File: config.mk
export PLATFORM = sky130hd
export DESIGN_NAME = step_cmd_ctrl_flat
export DESIGN_NICKNAME = d
export VERILOG_FILES = /design/src/rtl/step_ctrl_pkg.sv /design/src/rtl/step_cmd_ctrl_if.sv /design/src/rtl/step_tick_gen.sv /design/src/rtl/step_cmd_ctrl.sv /design/src/flat_wrapper.sv
export SDC_FILE = /design/constraint.sdc
export NUM_CORES = 1
export LEC_CHECK = 0
export ABC_AREA = 1
export CAP_MARGIN = 10
export CORE_AREA = 2 2 69 71
export CTS_CLUSTER_DIAMETER = 30
export DETAILED_ROUTE_END_ITERATION = 16
export DIE_AREA = 0 0 71 73
export GPL_TIMING_DRIVEN = 0
export PLACE_DENSITY_LB_ADDON = 0.25
export SYNTH_ARGS = -nofsm -noshare
export SYNTH_HDL_FRONTEND = slang
export SYNTH_SLANG_ARGS = --single-unit
File: constraint.sdc
create_clock -name clk -period 3.98 [get_ports clk]
set_clock_uncertainty 0.15 [all_clocks]
set_input_delay 0.995 -clock clk [delete_from_list [all_inputs] [get_ports clk]]
set_output_delay 0.995 -clock clk [all_outputs]
set_load 0.03 [all_outputs]
File: src/rtl/step_ctrl_pkg.sv
// Shared encodings for the command-driven step controller.
package step_ctrl_pkg;

    typedef enum logic [1:0] {
        ST_IDLE = 2'b00,
        ST_RUN  = 2'b01,
        ST_DONE = 2'b10
    } state_t;

    localparam logic DIR_FWD = 1'b0;
    localparam logic DIR_REV = 1'b1;

endpackage

File: src/rtl/step_cmd_ctrl_if.sv
// Move-command valid/ready bus: direction plus unsigned step count.
interface step_cmd_ctrl_if #(
    parameter int CNT_W = 8
);
    logic             cmd_valid;
    logic             cmd_ready;
    logic             cmd_dir;
    logic [CNT_W-1:0] cmd_steps;

    modport master (output cmd_valid, output cmd_dir, output cmd_steps, input  cmd_ready);
    modport slave  (input  cmd_valid, input  cmd_dir, input  cmd_steps, output cmd_ready);
endinterface

File: src/rtl/step_tick_gen.sv
// DIV-cycle divider: counts 0..DIV-1 while enabled, tick high at DIV-1.
// Synchronous clear restarts the phase so the first step of a move lands
// exactly DIV cycles after the command handshake.
module step_tick_gen #(
    parameter int DIV = 4
) (
    input  logic clk,
    input  logic reset,
    input  logic clr,
    input  logic en,
    output logic tick
);
    localparam int W = $clog2(DIV);

    logic [W-1:0] cnt;

    assign tick = (cnt == W'(DIV - 1));

    // Divider count: clear wins, otherwise wrap at DIV-1 while enabled.
    always_ff @(posedge clk or posedge reset) begin
        if (reset)
            cnt <= '0;
        else if (clr)
            cnt <= '0;
        else if (en)
            cnt <= tick ? '0 : cnt + W'(1);
    end
endmodule

File: src/rtl/step_cmd_ctrl.sv
// Command-driven step controller for the 4-phase step sequencer.
// Accepts (dir, steps) moves, emits one-cycle step strobes every DIV clocks,
// tracks absolute position and pulses done when a move finishes.
// Optional feature: define STEP_CTRL_ABORT_EN to add the abort input.
module step_cmd_ctrl
    import step_ctrl_pkg::*;
#(
    parameter int CNT_W = 8,
    parameter int POS_W = 16,
    parameter int DIV   = 4
) (
    input  logic             clk,
    input  logic             reset,
    step_cmd_ctrl_if.slave   cmd,
`ifdef STEP_CTRL_ABORT_EN
    input  logic             abort,
`endif
    output logic             step,
    output logic             dir,
    output logic             busy,
    output logic             done,
    output logic [POS_W-1:0] pos
);
    state_t           state;
    logic [CNT_W-1:0] remaining;
    logic             tick;
    logic             accept;
    logic             abort_now;

    assign accept = cmd.cmd_valid && (state == ST_IDLE);

`ifdef STEP_CTRL_ABORT_EN
    // abort only has an effect while a move is running
    assign abort_now = abort && (state == ST_RUN);
`else
    assign abort_now = 1'b0;
`endif

    step_tick_gen #(.DIV(DIV)) u_tick (
        .clk   (clk),
        .reset (reset),
        .clr   (accept),
        .en    (state == ST_RUN),
        .tick  (tick)
    );

    // Output decode from the registered state.
    always_comb begin
        cmd.cmd_ready = (state == ST_IDLE);
        busy          = (state == ST_RUN);
        done          = (state == ST_DONE);
        step          = (state == ST_RUN) && tick;
    end

    // Move sequencing FSM with remaining-step counter and position accumulator.
    always_ff @(posedge clk or posedge reset) begin
        if (reset) begin
            state     <= ST_IDLE;
            dir       <= DIR_FWD;
            remaining <= '0;
            pos       <= '0;
        end else begin
            case (state)
                ST_IDLE: begin
                    if (cmd.cmd_valid) begin
                        dir       <= cmd.cmd_dir;
                        remaining <= cmd.cmd_steps;
                        state     <= (cmd.cmd_steps == '0) ? ST_DONE : ST_RUN;
                    end
                end
                ST_RUN: begin
                    if (tick) begin
                        remaining <= remaining - CNT_W'(1);
                        pos       <= (dir == DIR_REV) ? pos - POS_W'(1) : pos + POS_W'(1);
                        if (remaining == CNT_W'(1))
                            state <= ST_DONE;
                    end
                    // a step coinciding with abort is still issued and counted
                    if (abort_now)
                        state <= ST_DONE;
                end
                ST_DONE: state <= ST_IDLE;
                default: state <= ST_IDLE;
            endcase
        end
    end
endmodule

File: src/flat_wrapper.sv
// flat-port wrapper written by rule: the top's interface ports become plain ports
module step_cmd_ctrl_flat import step_ctrl_pkg::*;
#(
    parameter int CNT_W = 8,
    parameter int POS_W = 16,
    parameter int DIV   = 4
)
  (clk, reset, step, dir, busy, done, pos, cmd_cmd_valid, cmd_cmd_dir, cmd_cmd_steps, cmd_cmd_ready);
  step_cmd_ctrl_if #(.CNT_W(CNT_W)) cmd_i ();
  input  logic clk;
  input  logic reset;
  output logic step;
  output logic dir;
  output logic busy;
  output logic done;
  output logic [POS_W-1:0] pos;
  input wire logic [$bits(cmd_i.cmd_valid)-1:0] cmd_cmd_valid;
  input wire logic [$bits(cmd_i.cmd_dir)-1:0] cmd_cmd_dir;
  input wire logic [$bits(cmd_i.cmd_steps)-1:0] cmd_cmd_steps;
  output wire logic [$bits(cmd_i.cmd_ready)-1:0] cmd_cmd_ready;
  assign cmd_i.cmd_valid = cmd_cmd_valid;
  assign cmd_i.cmd_dir = cmd_cmd_dir;
  assign cmd_i.cmd_steps = cmd_cmd_steps;
  assign cmd_cmd_ready = cmd_i.cmd_ready;
  step_cmd_ctrl #(.CNT_W(CNT_W), .POS_W(POS_W), .DIV(DIV)) u_core (.clk(clk), .reset(reset), .cmd(cmd_i), .step(step), .dir(dir), .busy(busy), .done(done), .pos(pos));
endmodule
==> impl_results.md <==
- Layout area overhead: 22.09%
- IO Pins: 33
- Yosys warns: 0
- Initial DRC count: between 100 and 150
- Crit path arrival time: roughly 2.2 ns
- Clk_lat worst skew: approximately 0.29 ns
- WP data required: 2.83 ns
- Post-synth top area share: 0.3219
- Dominant synthesized flop cell: dfrtp_1
- GPL Wtd Cong: slightly above 0.9
- GRT Overall Usage: 0.2114
- Vias in the first global route: between 1,500 and 2,000
- Fraction of registers with async set/reset: 1.000
- Total Power: around 0.0024 W
- Top delay family on crit path: buffers and inverters
- Hold_ws: about 0.36 ns
- CORE AREA: between 4000 and 5000 sq um
- Drt wl/cell: ~12 microns
- Die area: around 5200 sq um
- Outcome: completed
- Sequential Power Share: 0.232
- Final wirelength: around 5 mm
- Hold-fix buffers, CTS: 0
- I/O Buffers: 32
- Global-route wire length before repair: 8.645 mm
- Max Fanout on Critical Path: 10
- Maximum vdd ir drop: roughly 0.47 mV
- Area after DPL: 2643 sq um
- Sw frac: 0.5130
- Total grt overflow: 0
- Nets: between 400 and 500
- CP cell instances: nor2_4 > inv_2 > nor2_8 > buf_4 > clkdlybuf4s50_1
- CTS tree: yes
- Die Wd: 71 microns
- Worst-margin pin slew: between 0.7 and 0.8 ns
- Via count: 2,131
- Post-synth EDFFs: 0
- Post-route ant nets: 0
- Slowest cell on crit path: clkdlybuf4s50_1
- Synth Instances: ~340
- Filler cells: 440
- Cts repair resizes: 0
- Design area: approximately 2800 sq um
- ANT cells: 0
- Crit path kind: reg -> out
- Setup crit end kind: primary output
- Dpl hpwl: 3.670 mm
- Largest family of logic cells by synthesized area: simple AND/OR/NAND/NOR gates
- Final hold violations: 0
- CP Launch Type: register
- Post-route setup TNS: 0 ns
- PwrDens: around 890 nW/um^2
- Share of post-route cells with drive strength above 1: 0.06332
- Compound-Gate Fraction of Synth Area: 0.08491
- CTS Buffer Depth: 2
- P_sw: roughly 0.0013 W
- Vias per cell: between 4 and 5
- Synth area leaders: dfrtp_1 (32%), nand2_1 (21%), ha_1 (9.4%)
- Int Pwr: 0.001187 W
- Largest net degree at the start of global routing: 30
- Area leader, netlist: dfrtp_1
- DRT Pass-1 Iters: 4
- # setup viols final: 0
- Fin util: 0.6069
- Max incr delay on CP: 0.69 ns
- RSZ-0062 raised after global routing: no
- H-tree depth: 2
- Buf/Inv on CP: 3
- Clk pwr share: 0.100
- Synth Area in Simple Gates: 0.3624
- Post-Synthesis Mean Instance Area: 6.671 sq um
- Row count: 25
- Fin crit share: 0.8304
- Initial antenna violation count: 0
- Lkg Pwr: about 1.5 nW
- Fin crit period: between 3 and 4 ns
- Post-synthesis sequential element count: 29
- Most common cell in the netlist: nand2_1
- Cell area after synthesis: roughly 2300 sq um
- Comb pwr share: 0.667
- # DRC: 0
- Top cells by count, synth: nand2_1 (128), inv_1 (51), dfrtp_1 (29)
- HP Class: reg -> reg
- CTS Sinks: 29
- Starting density of the core: 0.4971
- Num CTS Buffers: 5
- Synth Area in Adders: 0.1032
- Seq/Total Area, Yosys: 0.3219
- Clk Tree Root Cell: clkbuf_8
- Chip height: 73 microns
- Slew Limit Fails: 0
- F_max: approximately 300 MHz
- Synth Area in XOR/XNOR: 0.02719
- Mapped Nets: about 370
- Yosys cell types: 27
- Postcts setup bufs: 0
- Max-Cap Viols: 0
- Post-synthesis mux area share: 0
- Rel. slew slack: 0.4755
- Clock-pin slew on the worst setup and hold paths: 0.07 ns
-- kinds of logic (layout without fill, tap and decap cells) --
group / Yosys count / after routing
fa+ha+maj: 18 / 18
flops: 29 / 29
compound gates: 36 / 36
simple gates: 190 / 190
buf+inv: 58 / 99
xor+xnor: 7 / 7
-- power by group through the flow --
stage / Sequential [W] / Clock, W / Combinational [W]
global route: 0.000590 / 0.000261 / 0.00185
global placement: 0.000567 / 0 / 0.00159
finish: 0.000566 / 0.000244 / 0.00163
floorplan: 0.000687 / 0 / 0.00107
detailed placement: 0.000569 / 0 / 0.00162
CTS: 0.000566 / 0.000253 / 0.00162
-- worst reg2reg max path, delay by kind of cell, from the launching register on --
kind	cells	cell delay (ns)
DFF	1	0.86
and+or+nand+nor	6	0.95
adders and majority gates	1	0.39
-- sequential cells by signal (all words and copies together) (netlist names) --
signal and count:
u_core.dir 1, u_core.pos 16, u_core.remaining 8, u_core.state 2, u_core.u_tick.cnt 2
-- layout by cell type, fill, tap and decap left out --
cell type        Yosys  final
nand4_1              2      2
and2_1               1      1
nor2_8               1      1
nor4_1               2      2
o21ai_0             13     13
xor2_1               4      4
o22ai_1              4      4
nor2_1              19     19
xnor2_1              3      3
o21ai_1              4      4
clkdlybuf4s50_1      0     32
inv_2                3      3
nand2_1            128    128
ha_1                17     17
clkbuf_8             0      5
nor2_4               2      2
dfrtp_1             29     29
nor3_1               3      3
clkinv_2             0      2
clkbuf_1             0      1
or2_2                5      5
buf_2                2      2
nand3_1             23     23
fa_1                 1      1
inv_4                1      1
buf_4                1      1
a21oi_1             13     13
o211ai_1             1      1
inv_1               51     51
buf_16               0      1
a31o_2               1      1
nand3b_1             4      4
-- metrics by stage --
step | cells | worst slack (ns)
after floorplan | 338 | 1.691
after global placement | 424 | 0.9483
after detailed placement | 424 | 0.9596
after CTS | 432 | 0.6397
after global routing | 433 | 0.5506
final | 433 | 0.6748
-- routing by layer --
metal  track usage  routed length (microns)
met1        0.2697                     2363
met2        0.3562                     2427
met3       0.04144                      148
met4       0.07966                       70
met5             0                        0
-- worst paths after layout --
path,startpoint,end,slack [ns],cells after the start
min in group asynchronous,reset,u_core.pos[4]$_DFFE_PP0P_,0.92,2
max,u_core.state[1]$_DFFE_PP0P_,step,0.67,5
min reg2reg,u_core.pos[12]$_DFFE_PP0P_,u_core.pos[12]$_DFFE_PP0P_,0.36,2
max in group asynchronous,reset,u_core.remaining[2]$_DFFE_PP0P_,2.27,3
max reg2reg,u_core.dir$_DFFE_PP0P_,u_core.pos[7]$_DFFE_PP0P_,1.54,7
min,u_core.pos[12]$_DFFE_PP0P_,u_core.pos[12]$_DFFE_PP0P_,0.36,2
-- layout make-up --
| cell class | instances | area [sq um] | share of cell area |
|---|---|---|---|
| well taps | 54 | 67.56 | 0.02455 |
| clock inverters | 2 | 10.01 | 0.003636 |
| plain buffers | 3 | 17.52 | 0.006364 |
| clock buffers | 6 | 72.57 | 0.02636 |
| multi-input cells | 251 | 1303 | 0.4732 |
| repair buffers | 33 | 347.8 | 0.1264 |
| flip-flops and latches | 29 | 725.7 | 0.2636 |
| inverters | 55 | 209.0 | 0.07591 |
No activity file was read; power rests on OpenSTA's default activity.
